File: config.mk
export PLATFORM = sky130hd
export DESIGN_NAME = lm_event_queue
export DESIGN_NICKNAME = d
export VERILOG_FILES = /design/src/rtl/lm_event_queue_pkg.sv /design/src/rtl/lm_sync_fifo.sv /design/src/rtl/lm_event_queue.sv
export SDC_FILE = /design/constraint.sdc
export NUM_CORES = 1
export LEC_CHECK = 0
export ABC_AREA = 1
export ABC_CLOCK_PERIOD_IN_PS = 3000
export BUFFER_PORTS_ARGS = -buffer_cell sky130_fd_sc_hd__buf_2
export CAP_MARGIN = 25
export CORE_AREA = 2 2 157 159
export DETAILED_ROUTE_END_ITERATION = 16
export DIE_AREA = 0 0 159 161
export PLACE_DENSITY_LB_ADDON = 0.12
export SLEW_MARGIN = 20
export SYNTH_ARGS = -nofsm -noshare
export SYNTH_HDL_FRONTEND = slang
export SYNTH_HIERARCHICAL = 1
export SYNTH_SLANG_ARGS = --single-unit
File: constraint.sdc
create_clock -name clk -period 3 [get_ports clk]
set_input_delay 0.6 -clock clk [delete_from_list [all_inputs] [get_ports clk]]
set_output_delay 0.6 -clock clk [all_outputs]
set_load 0.05 [all_outputs]
File: src/rtl/lm_event_queue_pkg.sv
// Shared constants for the LED-manager event queue.
//   LM_HOLD_CYCLES_DEF / LM_GAP_CYCLES_DEF : default presentation and blanking times
//   lm_state_e                              : presenter FSM encoding
//   lm_cnt_width()                          : hold/gap counter width
package lm_event_queue_pkg;

  localparam int unsigned LM_HOLD_CYCLES_DEF = 25_000_000;
  localparam int unsigned LM_GAP_CYCLES_DEF  = 2_500_000;

  typedef enum logic [1:0] {
    LM_IDLE = 2'd0,
    LM_SHOW = 2'd1,
    LM_GAP  = 2'd2
  } lm_state_e;

  // Wide enough to hold max(hold, gap) - 1; never narrower than one bit.
  function automatic int unsigned lm_cnt_width(input int unsigned hold, input int unsigned gap);
    int unsigned m;
    m = (hold > gap) ? hold : gap;
    return ($clog2(m) < 1) ? 1 : $clog2(m);
  endfunction

endpackage

File: src/rtl/lm_sync_fifo.sv
// Small synchronous FIFO with single-cycle push/pop.
//   clk, rst_n : clock, asynchronous active-low reset
//   push/pop   : write / read strobes (pop ignored when empty)
//   wr_data    : data written on push
//   head       : entry at the read pointer
//   full/empty : occupancy flags
//   level      : occupancy count
// A push while full is accepted only if a pop happens in the same cycle.
module lm_sync_fifo #(
  parameter int unsigned WIDTH = 8,
  parameter int unsigned DEPTH = 8
) (
  input  logic                     clk,
  input  logic                     rst_n,
  input  logic                     push,
  input  logic                     pop,
  input  logic [WIDTH-1:0]         wr_data,
  output logic [WIDTH-1:0]         head,
  output logic                     full,
  output logic                     empty,
  output logic [$clog2(DEPTH):0]   level
);

  localparam int unsigned PW = $clog2(DEPTH);
  localparam logic [PW:0] FULL_LVL = (PW+1)'(DEPTH);

  logic [WIDTH-1:0] mem [DEPTH];
  logic [PW-1:0]    wr_ptr;
  logic [PW-1:0]    rd_ptr;
  logic             do_push;
  logic             do_pop;

  assign empty   = (level == '0);
  assign full    = (level == FULL_LVL);
  assign do_pop  = pop && !empty;
  assign do_push = push && (!full || do_pop);
  assign head    = mem[rd_ptr];

  always_ff @(posedge clk) begin
    if (do_push) mem[wr_ptr] <= wr_data;
  end

  always_ff @(posedge clk or negedge rst_n) begin
    if (!rst_n) begin
      wr_ptr <= '0;
      rd_ptr <= '0;
      level  <= '0;
    end else begin
      if (do_push) wr_ptr <= wr_ptr + 1'b1;
      if (do_pop)  rd_ptr <= rd_ptr + 1'b1;
      if (do_push && !do_pop)      level <= level + 1'b1;
      else if (!do_push && do_pop) level <= level - 1'b1;
    end
  end

endmodule

File: src/rtl/lm_event_queue.sv
// Buffered event presenter feeding one LED-manager channel.
// Single-cycle codes are queued, then each is shown for HOLD_CYCLES with
// rd_valid high, followed by GAP_CYCLES of blank output and one IDLE cycle.
//   clk, rst_n : clock, asynchronous active-low reset
//   wr_data    : code from producer, captured when wr_valid is high
//   wr_valid   : single-cycle write strobe
//   ovf_clr    : clears the sticky overflow flag (a simultaneous set wins)
//   rd_data    : code being presented, zero when rd_valid is low
//   rd_valid   : high for the whole hold window
//   overflow   : sticky, set when a write is dropped on a full queue
//   level      : queue occupancy
module lm_event_queue
  import lm_event_queue_pkg::*;
#(
  parameter int unsigned WIDTH       = 8,
  parameter int unsigned DEPTH       = 8,
  parameter int unsigned HOLD_CYCLES = LM_HOLD_CYCLES_DEF,
  parameter int unsigned GAP_CYCLES  = LM_GAP_CYCLES_DEF
) (
  input  logic                   clk,
  input  logic                   rst_n,
  input  logic [WIDTH-1:0]       wr_data,
  input  logic                   wr_valid,
  input  logic                   ovf_clr,
  output logic [WIDTH-1:0]       rd_data,
  output logic                   rd_valid,
  output logic                   overflow,
  output logic [$clog2(DEPTH):0] level
);

  localparam int unsigned CW        = lm_cnt_width(HOLD_CYCLES, GAP_CYCLES);
  localparam logic [CW-1:0] HOLD_LD = CW'(HOLD_CYCLES - 1);
  localparam logic [CW-1:0] GAP_LD  = CW'(GAP_CYCLES - 1);

  lm_state_e        state_q, state_d;
  logic [CW-1:0]    cnt_q, cnt_d;
  logic             pop;
  logic             fifo_full;
  logic             fifo_empty;
  logic [WIDTH-1:0] head;
  logic             drop;

  lm_sync_fifo #(
    .WIDTH (WIDTH),
    .DEPTH (DEPTH)
  ) u_fifo (
    .clk     (clk),
    .rst_n   (rst_n),
    .push    (wr_valid),
    .pop     (pop),
    .wr_data (wr_data),
    .head    (head),
    .full    (fifo_full),
    .empty   (fifo_empty),
    .level   (level)
  );

  // A write on a full queue survives only when IDLE pops in the same cycle.
  assign drop = wr_valid && fifo_full && !pop;

  always_comb begin
    state_d = state_q;
    cnt_d   = cnt_q;
    pop     = 1'b0;
    unique case (state_q)
      LM_IDLE: begin
        if (!fifo_empty) begin
          pop     = 1'b1;
          cnt_d   = HOLD_LD;
          state_d = LM_SHOW;
        end
      end
      LM_SHOW: begin
        if (cnt_q == '0) begin
          cnt_d   = GAP_LD;
          state_d = LM_GAP;
        end else begin
          cnt_d = cnt_q - 1'b1;
        end
      end
      LM_GAP: begin
        if (cnt_q == '0) state_d = LM_IDLE;
        else             cnt_d   = cnt_q - 1'b1;
      end
      default: state_d = LM_IDLE;
    endcase
  end

  always_ff @(posedge clk or negedge rst_n) begin
    if (!rst_n) begin
      state_q  <= LM_IDLE;
      cnt_q    <= '0;
      rd_valid <= 1'b0;
      rd_data  <= '0;
      overflow <= 1'b0;
    end else begin
      state_q  <= state_d;
      cnt_q    <= cnt_d;
      // Outputs are registered from the next state so they line up with it.
      rd_valid <= (state_d == LM_SHOW);
      if (pop)                     rd_data <= head;
      else if (state_d != LM_SHOW) rd_data <= '0;
      if (drop)         overflow <= 1'b1;
      else if (ovf_clr) overflow <= 1'b0;
    end
  end

endmodule

==> results of run 1 <==
## final cells by class
type                    count  area [µm²]  area share [%]
clock buffers               9         225            3.34
flip-flops and latches    111        3100            46.0
multi-input cells         487        2360            35.1
inverters                  83         314            4.66
well taps                 324         405            6.01
clock inverters             7        96.3            1.43
repair buffers             40         238            3.53
## power by group through the flow
stage	sequential (µW)	clock (µW)	combinational [µW]
floorplan	2010	0	349
global placement	1920	0	664
detailed placement	1930	0	663
CTS	1900	1350	667
global route	1920	1390	741
finish	1900	1310	652
## layer usage
| metal | up-vias | track usage [%] | part of all wire (%) |
|---|---|---|---|
| met5 | - | 0 | 0 |
| met1 | 2082 | 15.1 | 44 |
| met3 | 9 | 2.18 | 2.6 |
| li1 | 2284 | - | - |
| met2 | 38 | 23.0 | 52 |
| met4 | 0 | 3.14 | 1.1 |
## worst register-to-register path: stages, from the launching register on
cell	delay [ns]
dfrtp_1	0.41
inv_1	0.09
ha_1	0.24
inv_1	0.15
nor2_1	0.08
inv_1	0.06
nand4_1	0.20
nand2_2	0.14
inv_1	0.05
ha_1	0.20
inv_1	0.14
ha_1	0.27
or2_2	0.31
nand2_1	0.07
nand2_1	0.05
nand3_1	0.06
nand2_1	0.05
## worst max-delay path by stage
stage,startpoint,to,slack [ns],depth (start not counted)
floorplan,u_fifo/level[0],u_fifo/level[3],0.16,17
global placement,u_fifo/level[0],u_fifo/level[3],0.34,16
detailed placement,u_fifo/level[0],u_fifo/level[3],0.27,16
CTS,u_fifo/level[0],u_fifo/level[3],0.25,16
global route,u_fifo/level[0],u_fifo/level[3],0.11,16
finish,state_q[0],u_fifo/level[3],0.34,16
## registers in the layout, indices dropped and copies added, names as in the netlist
name           count
cnt_q             25
overflow           1
rd_data            8
rd_valid           1
state_q            2
u_fifo/level       4
u_fifo/mem        64
u_fifo/rd_ptr      3
u_fifo/wr_ptr      3
## per-stage QoR
step	area, µm²	instances
3_5_place_dp	6410	1044
3_3_place_gp	6410	1044
6_report	6740	1061
2_1_floorplan	5910	697
5_1_grt	6740	1061
4_1_cts	6740	1060
## layout by cell type, fill, tap and decap left out, types with 11 or more instances in the layout
master	netlist	routed
nand3_1	36	36
buf_4	3	15
inv_1	75	75
nand2_1	202	202
o21ai_0	12	12
buf_2	5	25
edfxtp_1	64	64
ha_1	11	11
nand4_1	14	14
nor2_1	126	126
nor2_2	15	15
dfrtp_1	47	46
a21oi_1	19	19
## logic make-up (layout without fill, tap and decap cells)
family | count (synthesis) | after routing | share of synthesized area (%)
buffers and inverters | 99 | 139 | 7.52
xor gates and xnor gates | 12 | 12 | 1.78
DFF | 111 | 111 | 52.4
and+or+nand+nor | 416 | 416 | 30.6
adders and majority gates | 12 | 12 | 2.67
AOI/OAI and AO/OA | 47 | 47 | 4.96
## synthesized netlist by cell type
| master | count | area, µm² |
|---|---|---|
| clkinv_1 | 1 | 3.75 |
| nand3_1 | 36 | 180 |
| inv_2 | 6 | 22.5 |
| nor2_2 | 15 | 93.8 |
| nor2_1 | 126 | 473 |
| nand2_2 | 5 | 31.3 |
| edfxtp_1 | 64 | 1920 |
| a21oi_1 | 19 | 95.1 |
| nand4_1 | 14 | 87.6 |
| nand2_4 | 3 | 33.8 |
| a22oi_2 | 2 | 25.0 |
| inv_1 | 75 | 282 |
| a21boi_4 | 1 | 18.8 |
| clkbuf_1 | 2 | 7.51 |
| dfrtp_1 | 47 | 1180 |
| or2_2 | 2 | 12.5 |
| o21ai_1 | 5 | 25.0 |
| buf_4 | 3 | 22.5 |
| fa_1 | 1 | 20.0 |
| nor4_1 | 1 | 6.26 |
| buf_6 | 4 | 45.0 |
| o21bai_1 | 1 | 7.51 |
| nand3_4 | 2 | 35.0 |
| nand2_1 | 202 | 758 |
| nand3b_1 | 1 | 7.51 |
| xnor2_1 | 9 | 78.8 |
| buf_8 | 2 | 30.0 |
| nor3_2 | 1 | 10.0 |
| buf_2 | 5 | 25.0 |
| ha_1 | 11 | 138 |
| o21ai_2 | 5 | 43.8 |
| inv_4 | 1 | 6.26 |
| a21oi_2 | 2 | 17.5 |
| nor2_4 | 4 | 45.0 |
| o21ai_0 | 12 | 60.1 |
| nor2_8 | 1 | 20.0 |
| xor2_1 | 3 | 26.3 |
| nor3_1 | 3 | 15.0 |
## timing repair
| action | 4_1_cts | 5_1_grt |
|---|---|---|
| buffers inserted | 0 | 1 |
| hold buffers | 0 | 0 |
| endpoints found under the setup margin | 0 | 1 |
==> out/metrics.cfg, run 1 <==
[setup_path]
r2r_cells = 16
critical_path_class = reg2reg
crit_arrival_ns = 2.93
crit_chain = inv_1 -> ha_1 -> inv_1 -> nor2_1 -> inv_1 -> nand4_1 -> nand2_2 -> inv_1 -> ha_1 -> inv_1 -> ha_1 -> or2_2 -> nand2_1 -> nand2_1 -> nand3_1 -> nand2_1
cp_max_fo = 4
crit_family = simple AND/OR/NAND/NOR gates
crit_path_frequent_cell = inv_1
cp.required_ns = 3.27
reg2reg_to = u_fifo/level[3]
startpoint_type = flip-flop
rrSetupSlack_ns = 0.34
timing.rr.start = state_q[0]
critPathMaxStageDelay_ns = 0.41
cp_slowest_cell = dfrtp_1
endpoint_kind = flip-flop
critPathBufInv = 5

[pwr]
power_density_nw_per_um2 = 572
p_total_uw = 3850
netSwitchingPower_uw = 1230
power_frac_comb_pct = 16.9
p_sw_share_pct = 32.0
clock_power_share_pct = 33.9
seq_power_share_pct = 49.2
p_int_uw = 2620
leakagePower_uw = 0.00310
vdd_drop_max_mv = 0.284

[logic_synthesis]
synth-seq-area-share_pct = 52.4
synth_fp_nets = 721
synth_cell_types = 38
synth_warnings = 6
synthCells = 697
synth.avg_cell_area_um2 = 8.47
ys_seq_elements = 111
netlist_area_um2 = 5910

[timing]
fin_skew_ns = 0.0115
holdWs_ns = 0.167
period_minus_slack_ns = 2.66
finalSetupViolCount = 0
post-route-period-util_pct = 88.7
rsz0062_at_grt = no
timing.slew.headroom_pct = 57.8
slew_violations = 0
max_freq_mhz = 376
fin_ws_ns = 0.338
worst_pin_slew_ns = 0.634
finalHoldViolCount = 0
setup-tns-final_ns = 0

[floorplanning]
die_w_um = 159
start_util_pct = 24.7
io_pins = 26
die_h_um = 161
die-area_um2 = 25600
core_um2 = 24000
rows = 57

[drt]
wire_per_inst_um = 14.3
wl_mm = 15.2
initialDrtViolationCount = 283
ant_nets = 0
avgViaCountPerCell = 4.16
vias = 4413
firstDrtPassIters = 4
drc = 0

[run_status]
status = finished, final reports clean

[clocking]
clkTransAtPathRegs_ns = 0.09
clk-insertion-delay-late_ns = 0.37
htreeDepth = 3
cts_resized = 0
cts.sink_count = 111
root_buffer = clkbuf_16
cts_max_path_buffers = 2
tritoncts = built
cts_made_buffers = 9

[place]
portBuffers = 25
dp_hpwl_mm = 11.1
pre_cts_slack_ns = 0.269
gp_congestion = 0.765

[finish]
fill_cells = 2622
area_delta_synth_final_pct = 14.1
antennaDiodeCount = 0
fin_util_pct = 28.1
layout-drive-gt1-share_pct = 14.5
fin_nets = 756

[global_routing]
grt_max_degree = 37
grt_pass1_wl_mm = 24.7
grt_use_total_pct = 12.5
grt_pass1_vias = 4439
antenna_found_initial = 0
grt_overflow = 0

[flow_run]
cap_violations = 0

[hold_path]
worstHoldPathType = in2async

Note: power is estimated with default switching activity, not from simulation.
==> run 2, diff against run 1 <==
--- a/config.mk
+++ b/config.mk
@@ -9,9 +9,9 @@
 export ABC_CLOCK_PERIOD_IN_PS = 3000
 export BUFFER_PORTS_ARGS = -buffer_cell sky130_fd_sc_hd__buf_2
 export CAP_MARGIN = 25
-export CORE_AREA = 2 2 157 159
+export CORE_AREA = 2 2 125 127
 export DETAILED_ROUTE_END_ITERATION = 16
-export DIE_AREA = 0 0 159 161
+export DIE_AREA = 0 0 127 129
 export PLACE_DENSITY_LB_ADDON = 0.12
 export SLEW_MARGIN = 20
 export SYNTH_ARGS = -nofsm -noshare
==> constraint.sdc (replaced) <==
create_clock -name clk -period 3 [get_ports clk]
set_input_delay 0.6 -clock clk [delete_from_list [all_inputs] [get_ports clk]]
set_output_delay 0.6 -clock clk [all_outputs]
set_load 0.01 [all_outputs]
==> out/metrics.cfg, run 2 (same netlist as run 1, synthesis figures left out) <==
[floorplanning]
die_h_um = 129
rows = 45
die-area_um2 = 16400
core_um2 = 15000
start_util_pct = 39.4
io_pins = 26
die_w_um = 127

[setup_path]
timing.rr.start = state_q[1]
cp_slowest_cell = dfrtp_1
critPathBufInv = 4
reg2reg_to = u_fifo/level[3]
crit_chain = inv_1 -> ha_1 -> inv_1 -> nor2_1 -> buf_4 -> nand2_1 -> ha_1 -> inv_1 -> ha_1 -> or2_2 -> nand2_1 -> nand2_1 -> nand3_1 -> nand2_1
cp_max_fo = 12
startpoint_type = flip-flop
endpoint_kind = flip-flop
rrSetupSlack_ns = 0.30
crit_arrival_ns = 2.95
r2r_cells = 14
crit_family = simple AND/OR/NAND/NOR gates
crit_path_frequent_cell = nand2_1
cp.required_ns = 3.25
critical_path_class = reg2reg
critPathMaxStageDelay_ns = 0.42

[timing]
fin_skew_ns = 0.0110
finalHoldViolCount = 0
setup-tns-final_ns = 0
period_minus_slack_ns = 2.70
finalSetupViolCount = 0
slew_violations = 0
max_freq_mhz = 371
worst_pin_slew_ns = 0.707
timing.slew.headroom_pct = 52.7
rsz0062_at_grt = no
post-route-period-util_pct = 90.0

[finish]
layout-drive-gt1-share_pct = 14.2
antennaDiodeCount = 0
layout_commonest_cell = nand2_1
fill_cells = 1465
top_register = u_fifo/mem
largest_reg_flops = 64
fin_nets = 753
final_cell_mix = nand2_1, nor2_1, inv_1
area_delta_synth_final_pct = 10.8
reg_top3 = u_fifo/mem x64, cnt_q x25, rd_data x8

[global_routing]
grt_use_total_pct = 17.8
grt_pass1_vias = 4419
antenna_found_initial = 0
grt_overflow = 0
grt_max_degree = 29
grt_pass1_wl_mm = 22.6

[drt]
maxUsedRoutingLayer = met4
avgViaCountPerCell = 4.79
drt-met1-wl_mm = 6.74
wl_met3_um = 566
ant_nets = 0
firstDrtPassIters = 4
wl_met2_mm = 6.21
wl_mm = 13.6
wire_per_inst_um = 14.7
initialDrtViolationCount = 314
vias = 4417
drc = 0

[pwr]
leakagePower_uw = 0.00308
power_density_nw_per_um2 = 565
p_total_uw = 3700
vdd_drop_max_mv = 0.307

[clocking]
htreeDepth = 3
tritoncts = built
cts.sink_count = 111
holdBufCountCts = 0
clk-insertion-delay-late_ns = 0.36
cts_max_path_buffers = 2
cts_made_buffers = 9
clkTransAtPathRegs_ns = 0.09
root_buffer = clkbuf_16

[place]
gp_congestion = 0.844
portBuffers = 25
dp_hpwl_mm = 9.96

[hold_path]
worstHoldPathType = in2async

[flow_run]
cap_violations = 0

[run_status]
status = finished, final reports clean

## run 2: worst max-delay path by stage
stage                           end  cells after the start       startpoint
finish              u_fifo/level[3]                     14       state_q[1]
global route        u_fifo/level[3]                     14       state_q[1]
CTS                 u_fifo/level[3]                     16  u_fifo/level[0]
detailed placement  u_fifo/level[3]                     16  u_fifo/level[0]
global placement    u_fifo/level[3]                     16  u_fifo/level[0]
floorplan           u_fifo/level[3]                     17  u_fifo/level[0]
## run 2: power breakdown
group | switching [µW] | leakage (µW) | internal (µW)
sequential | 102 | 0.00111 | 1790
combinational | 347 | 0.00181 | 202
clock | 639 | 0.000155 | 612
total | 1090 | 0.00308 | 2610
## run 2: final cells by class
cell class | instances | area [µm²] | area share, %
Clock buffer | 9 | 225 | 3.44
Clock inverter | 7 | 88.8 | 1.36
Inverter | 83 | 314 | 4.80
Multi-Input combinational cell | 487 | 2360 | 36.1
Sequential cell | 111 | 3100 | 47.4
Tap cell | 188 | 235 | 3.60
Timing Repair Buffer | 37 | 215 | 3.29
## run 2: per-layer routing
layer	up-vias	GRT usage (%)
li1	2280	-
met1	2049	25.1
met2	84	28.7
met3	4	3.87
met4	0	3.10
met5	-	0
## run 2: repair_timing
item                       CTS  global route
setup buffers                0             1
resized for setup            0             0
setup endpoints to repair    0             1
## run 2: stage by stage
step	hold slack (ns)	std cells	utilization (%)	area, µm²	setup WS [ns]
2_1_floorplan	0.304	697	-	5910	0.387
3_3_place_gp	0.500	905	41.5	6220	0.357
6_report	0.215	922	43.7	6540	0.301
3_5_place_dp	0.503	905	41.5	6220	0.266
5_1_grt	0.236	922	43.7	6540	0.0460
4_1_cts	0.217	921	43.6	6540	0.250
